`config.mk`:
```
export PLATFORM = sky130hd
export DESIGN_NAME = regfile_wb_arbiter_flat
export DESIGN_NICKNAME = d
export VERILOG_FILES = /design/src/rtl/rf_ctrl_pkg.sv /design/src/rtl/regfile_wb_arbiter_if.sv /design/src/rtl/regfile_wb_arbiter_rr_arbiter.sv /design/src/rtl/regfile_wb_arbiter.sv /design/src/flat_wrapper.sv
export SDC_FILE = /design/constraint.sdc
export NUM_CORES = 1
export LEC_CHECK = 0
export ABC_AREA = 1
export ABC_CLOCK_PERIOD_IN_PS = 3000
export CAP_MARGIN = 0
export CORE_ASPECT_RATIO = 1.2
export CORE_MARGIN = 2
export CORE_UTILIZATION = 42
export DETAILED_ROUTE_END_ITERATION = 8
export PLACE_DENSITY_LB_ADDON = 0.05
export SYNTH_ARGS = -nofsm -noshare
export SYNTH_HDL_FRONTEND = slang
export SYNTH_HIERARCHICAL = 1
export SYNTH_SLANG_ARGS = --single-unit
```
`constraint.sdc`:
```
create_clock -name clk -period 3 [get_ports clk]
set_input_delay 0.3 -clock clk [delete_from_list [all_inputs] [get_ports clk]]
set_output_delay 0.3 -clock clk [all_outputs]
set_load 0.03 [all_outputs]
```
`src/rtl/rf_ctrl_pkg.sv`:
```
// Shared register-file control definitions: requester indices and the
// writeback request record.
package rf_ctrl_pkg;

   localparam int NUM_REQ = 3;
   localparam int REQ_ALU = 0;
   localparam int REQ_LSU = 1;
   localparam int REQ_CSR = 2;

   typedef struct packed {
      logic [4:0]  addr;
      logic [31:0] data;
   } wb_req_t;

endpackage

```
`src/rtl/regfile_wb_arbiter_if.sv`:
```
// Writeback/reservation bus between execute units, issue logic and the
// register-file write arbiter.
interface regfile_wb_arbiter_if #(
   parameter int NUM_REQ = 3,
   parameter int DATA_W  = 32,
   parameter int ADDR_W  = 5
);
   localparam int IDX_W = (NUM_REQ > 1) ? $clog2(NUM_REQ) : 1;

   // Handshake rule: a requester transfers on a cycle where its valid and
   // ready are both high at the rising edge; ready never depends on the
   // requester's own data, and valid may rise or fall freely.
   logic [NUM_REQ-1:0]             req_valid;
   logic [NUM_REQ-1:0]             req_ready;
   logic [NUM_REQ-1:0][ADDR_W-1:0] req_addr;
   logic [NUM_REQ-1:0][DATA_W-1:0] req_data;

   logic              rf_write_enable;
   logic [ADDR_W-1:0] rf_write_reg;
   logic [DATA_W-1:0] rf_write_data;

   logic              reserve_valid;
   logic [ADDR_W-1:0] reserve_addr;
   logic              reserve_ready;

   logic [ADDR_W-1:0] rs_a;
   logic [ADDR_W-1:0] rs_b;
   logic              hazard_a;
   logic              hazard_b;
   logic [5:0]        pending_count;

   logic [IDX_W-1:0]  dbg_ptr;

   modport master (
      output req_valid, req_addr, req_data,
      output reserve_valid, reserve_addr, rs_a, rs_b,
      input  req_ready, rf_write_enable, rf_write_reg, rf_write_data,
      input  reserve_ready, hazard_a, hazard_b, pending_count, dbg_ptr
   );

   modport slave (
      input  req_valid, req_addr, req_data,
      input  reserve_valid, reserve_addr, rs_a, rs_b,
      output req_ready, rf_write_enable, rf_write_reg, rf_write_data,
      output reserve_ready, hazard_a, hazard_b, pending_count, dbg_ptr
   );

endinterface

```
`src/rtl/regfile_wb_arbiter_rr_arbiter.sv`:
```
// Round-robin arbiter: search starts at ptr and wraps; ptr moves past the
// winner only when the grant is actually taken.
module rr_arbiter #(
   parameter int  NUM_REQ = 3,
   localparam int IDX_W   = (NUM_REQ > 1) ? $clog2(NUM_REQ) : 1
) (
   input  logic               clk,
   input  logic               reset_n,
   input  logic [NUM_REQ-1:0] req,
   input  logic               fire,
   output logic [NUM_REQ-1:0] grant,
   output logic [IDX_W-1:0]   grant_idx,
   output logic [IDX_W-1:0]   ptr
);

   logic found;
   int   idx;

   always_comb begin
      grant     = '0;
      grant_idx = '0;
      found     = 1'b0;
      idx       = 0;
      for (int i = 0; i < NUM_REQ; i++) begin
         idx = (int'(ptr) + i) % NUM_REQ;
         if (!found && req[idx]) begin
            found      = 1'b1;
            grant[idx] = 1'b1;
            grant_idx  = IDX_W'(idx);
         end
      end
   end

   always_ff @(posedge clk) begin
      if (!reset_n) begin
         ptr <= '0;
      end else if (fire) begin
         ptr <= (grant_idx == IDX_W'(NUM_REQ - 1)) ? '0 : grant_idx + IDX_W'(1);
      end
   end

endmodule

```
`src/rtl/regfile_wb_arbiter.sv`:
```
// Register-file write-port arbiter with a pending-write scoreboard that
// flags RAW/WAW hazards to the issue stage.
module regfile_wb_arbiter #(
   parameter int NUM_REQ = rf_ctrl_pkg::NUM_REQ,
   parameter int DATA_W  = 32,
   parameter int ADDR_W  = 5
) (
   input  logic                 clk,
   input  logic                 reset_n,
   regfile_wb_arbiter_if.slave  bus
);

   localparam int IDX_W = (NUM_REQ > 1) ? $clog2(NUM_REQ) : 1;
   localparam int NREGS = 2 ** ADDR_W;

   logic [NUM_REQ-1:0] req_live;
   logic [NUM_REQ-1:0] grant;
   logic [IDX_W-1:0]   grant_idx;
   logic [IDX_W-1:0]   arb_ptr;
   logic               fire;
   logic [ADDR_W-1:0]  sel_addr;
   logic [DATA_W-1:0]  sel_data;

   logic               wr_en_q;
   logic [ADDR_W-1:0]  wr_reg_q;
   logic [DATA_W-1:0]  wr_data_q;

   logic [NREGS-1:0]   pending;
   logic [NREGS-1:0]   pending_next;
   logic [5:0]         count_q;
   logic [5:0]         count_next;
   logic               res_ready;
   logic               set_bit;
   logic               clr_bit;

   // Masking requests during reset keeps any in-flight grant from firing.
   assign req_live = bus.req_valid & {NUM_REQ{reset_n}};
   assign fire     = |grant;

   rr_arbiter #(.NUM_REQ(NUM_REQ)) u_arb (
      .clk       (clk),
      .reset_n   (reset_n),
      .req       (req_live),
      .fire      (fire),
      .grant     (grant),
      .grant_idx (grant_idx),
      .ptr       (arb_ptr)
   );

   always_comb begin
      sel_addr = '0;
      sel_data = '0;
      for (int i = 0; i < NUM_REQ; i++) begin
         if (grant[i]) begin
            sel_addr = sel_addr | bus.req_addr[i];
            sel_data = sel_data | bus.req_data[i];
         end
      end
   end

   // Writes to x0 complete the handshake but never reach the register file.
   always_ff @(posedge clk) begin
      if (!reset_n) begin
         wr_en_q   <= 1'b0;
         wr_reg_q  <= '0;
         wr_data_q <= '0;
      end else begin
         wr_en_q <= fire && (sel_addr != '0);
         if (fire) begin
            wr_reg_q  <= sel_addr;
            wr_data_q <= sel_data;
         end
      end
   end

   assign res_ready = reset_n & ~pending[bus.reserve_addr];
   assign set_bit   = bus.reserve_valid & res_ready & (bus.reserve_addr != '0);
   // Only a write that retires a real reservation moves the count.
   assign clr_bit   = wr_en_q & pending[wr_reg_q];

   always_comb begin
      pending_next = pending;
      if (clr_bit) pending_next[wr_reg_q] = 1'b0;
      if (set_bit) pending_next[bus.reserve_addr] = 1'b1;
      pending_next[0] = 1'b0;
   end

   always_comb begin
      count_next = count_q;
      case ({set_bit, clr_bit})
         2'b10:   count_next = count_q + 6'd1;
         2'b01:   count_next = count_q - 6'd1;
         default: count_next = count_q;
      endcase
   end

   always_ff @(posedge clk) begin
      if (!reset_n) begin
         pending <= '0;
         count_q <= '0;
      end else begin
         pending <= pending_next;
         count_q <= count_next;
      end
   end

   assign bus.req_ready       = grant;
   assign bus.rf_write_enable = wr_en_q;
   assign bus.rf_write_reg    = wr_reg_q;
   assign bus.rf_write_data   = wr_data_q;
   assign bus.reserve_ready   = res_ready;
   assign bus.hazard_a        = pending[bus.rs_a];
   assign bus.hazard_b        = pending[bus.rs_b];
   assign bus.pending_count   = count_q;
   assign bus.dbg_ptr         = arb_ptr;

endmodule

```
`src/flat_wrapper.sv`:
```
// flat-port wrapper written by rule: the top's interface ports become plain ports
module regfile_wb_arbiter_flat 
#(
   parameter int NUM_REQ = rf_ctrl_pkg::NUM_REQ,
   parameter int DATA_W  = 32,
   parameter int ADDR_W  = 5
)
  (clk, reset_n, bus_req_valid, bus_req_addr, bus_req_data, bus_reserve_valid, bus_reserve_addr, bus_rs_a, bus_rs_b, bus_req_ready, bus_rf_write_enable, bus_rf_write_reg, bus_rf_write_data, bus_reserve_ready, bus_hazard_a, bus_hazard_b, bus_pending_count, bus_dbg_ptr);
  regfile_wb_arbiter_if #(.NUM_REQ(NUM_REQ), .DATA_W(DATA_W), .ADDR_W(ADDR_W)) bus_i ();
  input  logic clk;
  input  logic reset_n;
  input wire logic [$bits(bus_i.req_valid)-1:0] bus_req_valid;
  input wire logic [$bits(bus_i.req_addr)-1:0] bus_req_addr;
  input wire logic [$bits(bus_i.req_data)-1:0] bus_req_data;
  input wire logic [$bits(bus_i.reserve_valid)-1:0] bus_reserve_valid;
  input wire logic [$bits(bus_i.reserve_addr)-1:0] bus_reserve_addr;
  input wire logic [$bits(bus_i.rs_a)-1:0] bus_rs_a;
  input wire logic [$bits(bus_i.rs_b)-1:0] bus_rs_b;
  output wire logic [$bits(bus_i.req_ready)-1:0] bus_req_ready;
  output wire logic [$bits(bus_i.rf_write_enable)-1:0] bus_rf_write_enable;
  output wire logic [$bits(bus_i.rf_write_reg)-1:0] bus_rf_write_reg;
  output wire logic [$bits(bus_i.rf_write_data)-1:0] bus_rf_write_data;
  output wire logic [$bits(bus_i.reserve_ready)-1:0] bus_reserve_ready;
  output wire logic [$bits(bus_i.hazard_a)-1:0] bus_hazard_a;
  output wire logic [$bits(bus_i.hazard_b)-1:0] bus_hazard_b;
  output wire logic [$bits(bus_i.pending_count)-1:0] bus_pending_count;
  output wire logic [$bits(bus_i.dbg_ptr)-1:0] bus_dbg_ptr;
  assign bus_i.req_valid = bus_req_valid;
  assign bus_i.req_addr = bus_req_addr;
  assign bus_i.req_data = bus_req_data;
  assign bus_i.reserve_valid = bus_reserve_valid;
  assign bus_i.reserve_addr = bus_reserve_addr;
  assign bus_i.rs_a = bus_rs_a;
  assign bus_i.rs_b = bus_rs_b;
  assign bus_req_ready = bus_i.req_ready;
  assign bus_rf_write_enable = bus_i.rf_write_enable;
  assign bus_rf_write_reg = bus_i.rf_write_reg;
  assign bus_rf_write_data = bus_i.rf_write_data;
  assign bus_reserve_ready = bus_i.reserve_ready;
  assign bus_hazard_a = bus_i.hazard_a;
  assign bus_hazard_b = bus_i.hazard_b;
  assign bus_pending_count = bus_i.pending_count;
  assign bus_dbg_ptr = bus_i.dbg_ptr;
  regfile_wb_arbiter #(.NUM_REQ(NUM_REQ), .DATA_W(DATA_W), .ADDR_W(ADDR_W)) u_core (.clk(clk), .reset_n(reset_n), .bus(bus_i));
endmodule
```
## Yosys cells after proc, flatten, opt, wreduce, memory -nomap -nowiden

Index checks and enable logic that the tools add are counted.

- Bits in registers: 78
- Logic and storage cells: 104
- Output and inout port bits: 52

- Add/sub/neg operators: 5
- Muxes and demuxes: 45
- Div/mod/pow operators: 3
- Bitwise operators: 15
- Reductions and logical operators: 14
- Magnitude comparators: 12
- Eq/ne operators: 3

Operator list:

| cell | count |
|---|---|
| $mux 32 | 5 |
| $ge 32x1->1 const B | 3 |
| $lt 32x4->1 const B | 3 |
| $or 32x32->32 | 3 |
| $mod 32x3->32 const B | 2 |
| $and 32x32->32 | 1 |
| $mod 3x3->32 const B | 1 |
| $not 32->32 | 1 |
| $lt 5x6->1 const B | 4 |
| $bmux 1 s5 | 4 |
| $mux 1 | 17 |
| $mux 5 | 3 |
| $pmux 6 s2 | 1 |
| $demux 1 s5 | 2 |
| $ge 5x1->1 const B | 2 |
| $or 5x5->5 | 2 |
| $reduce_bool 5->1 | 2 |
| $mux 3 | 3 |
| $logic_and 1x1->1 | 8 |
| $mux 2 | 4 |
| $add 6x1->6 const B | 1 |
| $bmux 1 s2 | 3 |
| $demux 1 s2 | 3 |
| $or 3x3->3 | 2 |
| other kinds (12) | 17 |

## Depth between registers and ports, before layout

- Word-level depth: 18
- Gate-level depth with buffers: 26
- Depth with buffers taken out: 22

## Cells and area by module

The synthesis kept the hierarchy.

By module, submodules not included:

| module | sequential area each (µm²) | area an instance (µm²) | times used | cells each |
|---|---|---|---|---|
| regfile_wb_arbiter | 1501.4 | 5006.1 | 1 | 832 |
| rr_arbiter | 40.0 | 387.9 | 1 | 69 |

## Worst setup path before layout

OpenSTA, ideal clock, no wires.

- Path kind: register -> register
- From: register u_core.u_arb.ptr[0]
- To: register u_core.u_arb.ptr[1]
- Stages on the path, launching flop included: 13
- Arrival: 3211 ps
- Library setup time: 66 ps
- Path buffers: 2
- Setup slack: -277 ps
- Cell sequence: dfxtp_1 -> inv_1 -> ha_1 -> o21ai_0 -> nand2_2 -> nand3_1 -> o221ai_1 -> nor3_1 -> clkbuf_1 -> buf_1 -> inv_1 -> or2_2 -> a21oi_2

RTL lines:

| what | line | text |
|---|---|---|
| from (decl) | regfile_wb_arbiter_rr_arbiter.sv:13 | `output logic [IDX_W-1:0] ptr` |
| from (signal assigned) | regfile_wb_arbiter_rr_arbiter.sv:38 | `ptr <= (grant_idx == IDX_W'(NUM_REQ - 1)) ? '0 : grant_idx + IDX_W'(1);` |
| parallel branches: the longest is 10 deep, another holds $mod 32x3->32 | n/a |  |
| $mux 3 * | regfile_wb_arbiter_rr_arbiter.sv:26 | `if (!found && req[idx]) begin` |
| named net bus_req_ready[0] | flat_wrapper.sv:19 | `output wire logic [$bits(bus_i.req_ready)-1:0] bus_req_ready;` |
| $reduce_or 3->1 * | regfile_wb_arbiter.sv:38 | `assign fire = \|grant;` |
| named net u_core.fire | regfile_wb_arbiter.sv:20 | `logic fire;` |

Mark *: on every way through the listed nets, which the timed path passes. The select of a mux whose other input is x is not followed.
A chain may end at the register's enable or synchronous reset.

## Final worst setup path

- From: input port reset_n
- To: output port bus_req_ready[1]

- Cells in the longest elaborated chain, start to end: 11

Ends and longest elaborated chain:

| what | line | text |
|---|---|---|
| from (decl) | flat_wrapper.sv:11 | `input logic reset_n;` |
| $and 3x3->3 * | regfile_wb_arbiter.sv:37 | `assign req_live = bus.req_valid & {NUM_REQ{reset_n}};` |
| named net u_core.req_live[1] | regfile_wb_arbiter.sv:16 | `logic [NUM_REQ-1:0] req_live;` |
| $bmux 1 s2 | regfile_wb_arbiter_rr_arbiter.sv:26 |  |
| $mux 1 (implied by the code) (2 in series) | regfile_wb_arbiter_rr_arbiter.sv:26 |  |
| $mux 1 | regfile_wb_arbiter_rr_arbiter.sv:26 |  |
| $logic_not 1->1 | regfile_wb_arbiter_rr_arbiter.sv:26 |  |
| $logic_and 1x1->1 | regfile_wb_arbiter_rr_arbiter.sv:26 |  |
| $mux 1 | regfile_wb_arbiter_rr_arbiter.sv:26 |  |
| $logic_not 1->1 | regfile_wb_arbiter_rr_arbiter.sv:26 |  |
| $logic_and 1x1->1 | regfile_wb_arbiter_rr_arbiter.sv:26 |  |
| $mux 3 * | regfile_wb_arbiter_rr_arbiter.sv:26 |  |
| to (decl) | flat_wrapper.sv:19 |  |

The timed path passes the listed nets; every way through them passes the cells marked *. The select of a mux whose other input is x is not followed.

==> results.cfg <==
[drt]
drt_iter0_drc = 462
ant_nets = 0
firstDrtPassIters = 5
drc_errors = 0
num_vias = 6845
wirelength_um = 21200
wire_per_inst_um = 16.5
viasPerCell = 5.33

[die]
fp.dieArea_um2 = 13800
die_w_um = 107
die_h_um = 128
core_area_um2 = 12600
std_cell_rows = 45
io_pins = 184
initial_core_util = 0.427

[setup_path]
cp_max_fo = 27
critical_path_required_ns = 2.70
crit_buf_inv = 5
critical-path-slowest-cell = clkdlybuf4s50_1
crit_cells = 11
crit_type = input port to output pin
cp_common_cell = nand2_1
crit_family = buffers and inverters
end_kind = output pin
startpoint_type = input port
crit_chain = clkdlybuf4s50_1, nand2_1, inv_1, inv_1, nand2_1, nand2_1, o21ai_0, nand4_1, o211ai_1, buf_12, buf_4
cp_slowest_stage_delay_ns = 0.66
arrival_ns = 2.41
worstRegToRegCells = 20

[sta]
maxSlewHeadroom = 0.708
final_hold_viol_count = 0
layout_min_cycle_time_ns = 2.71
setup_violations = 0
worst_slack_ns = 0.293
fin_skew_ns = 0.00625
finalCritPeriodShare = 0.902
rsz0062_at_grt = no
worst_pin_slew_ns = 0.437
fmax_ghz = 0.369
drv_slew = 0

[final_layout]
final_util = 0.642
multi_input_area_um2 = 3430
regArea_um2 = 1550
largest_reg_flops = 32
antenna_cells = 0
drive_gt1_frac = 0.117
fin_nets = 1255
nFillCells = 1226
syn2layout_area_growth_pct = 50.3

[clock_network]
cts_hold_buf = 0
cts_tree = done
numClockSinks = 77
clk_latency_ns = 0.33
cts_buffer_depth = 2
cts_made_buffers = 9
clk_pin_slew_ns = 0.06
cts-htree-levels = 3
clockRootBuffer = clkbuf_16

[global_route]
antenna_found_initial = 0
grt_pass1_vias = 6499
grt-ovfl-total = 0
grt_use_total = 0.304
grt_pass1_wl_um = 32800
grt_max_degree = 36

[placement]
place_hpwl_um = 16000
place_congestion = 1.02
port_buffers = 183
pre_cts_ws_ns = -0.230

[synth]
syn_nets = 1039
synth_cells = 900
syn_area_per_cell_um2 = 5.99
synth_area_um2 = 5390
yosys_warnings = 6

[run_status]
status = completed

[power]
irDropWorstVdd_v = 0.000611
total_leakage_power_nw = 3.23
p_per_area_nw_per_um2 = 748

[min_path]
hold_depth = 2
hold_path_class = flip-flop to flip-flop

[run]
maxCapViolations = 0
-- final timing paths --
check | endpoint | from | slack (ns)
worst max-delay path | bus_req_ready[1] | reset_n | 0.29
worst min-delay path | u_core/pending[18]$_SDFF_PN0_ | u_core/pending[18]$_SDFF_PN0_ | 0.46
worst max register to register | u_core/bus.pending_count[4]$_SDFFE_PN0P_ | u_core/pending[6]$_SDFF_PN0_ | 0.30
worst min register to register | u_core/pending[18]$_SDFF_PN0_ | u_core/pending[18]$_SDFF_PN0_ | 0.46
-- layout by cell type, fill, tap and decap left out, drive strengths merged, types with 3 or more instances in the layout --
| cell | instances |
|---|---|
| a21boi | 3 |
| nand2 | 329 |
| a21oi | 59 |
| o211ai | 7 |
| xor2 | 4 |
| a41oi | 32 |
| ha | 7 |
| o21ai | 52 |
| o221ai | 3 |
| inv | 67 |
| o22ai | 4 |
| nor3 | 17 |
| xnor2 | 6 |
| nand3 | 89 |
| nor2 | 86 |
| a22o | 4 |
| clkbuf | 11 |
| buf | 72 |
| clkinv | 3 |
| dfxtp | 77 |
| clkdlybuf4s50 | 176 |
-- what timing repair did --
item | CTS | global route
buffers inserted | 0 | 1
gates resized for setup | 0 | 17
setup endpoints to repair | 0 | 5
-- power breakdown --
| part | total (mW) | internal (mW) | switching (mW) |
|---|---|---|---|
| sequential | 1.38 | 1.23 | 0.152 |
| clock | 1.18 | 0.746 | 0.439 |
| combinational | 3.50 | 1.32 | 2.18 |
| total | 6.06 | 3.29 | 2.77 |
-- worst register-to-register path, cell delays in order (launching register included) --
cell      delay (ns)
dfxtp_1         0.43
inv_1           0.13
o21ai_0         0.16
nand2_1         0.07
nand2_1         0.08
nand2_1         0.05
nand2_1         0.07
nor2_1          0.05
a21boi_1        0.15
buf_4           0.15
ha_2            0.22
xnor2_2         0.13
inv_1           0.06
ha_1            0.17
inv_1           0.05
nand2_1         0.05
a21boi_0        0.17
o21ai_0         0.12
xnor2_1         0.14
o21ai_1         0.11
inv_1           0.04
-- cell type report --
class	instances	area share
clock buffer	11	0.0300
clock inverter	4	0.00896
inverter	69	0.0323
multi-input combinational	709	0.423
sequential	77	0.192
tap	164	0.0253
timing repair buffer	250	0.289
-- layer usage --
metal  up-vias  global-route usage  wire, µm
met4         0               0.198      1340
met1      3045               0.352      8220
met5         -                   0         0
met2       316               0.505      9990
li1       3406                   -         -
met3        78              0.0625      1620
-- metrics by stage --
stage / power [mW] / area (µm²) / std cells / hold WS [ns] / setup TNS, ns
4_1_cts: 6.05 / 8040 / 1283 / 0.463 / 0
2_1_floorplan: 3.48 / 5400 / 900 / 0.436 / -0.0267
5_1_grt: 6.43 / 8100 / 1284 / 0.478 / 0
3_3_place_gp: 4.83 / 7720 / 1268 / 0.454 / -0.331
3_5_place_dp: 4.85 / 7720 / 1268 / 0.454 / -0.401
6_report: 6.06 / 8100 / 1284 / 0.464 / 0
(Power assumes the default switching activity.)
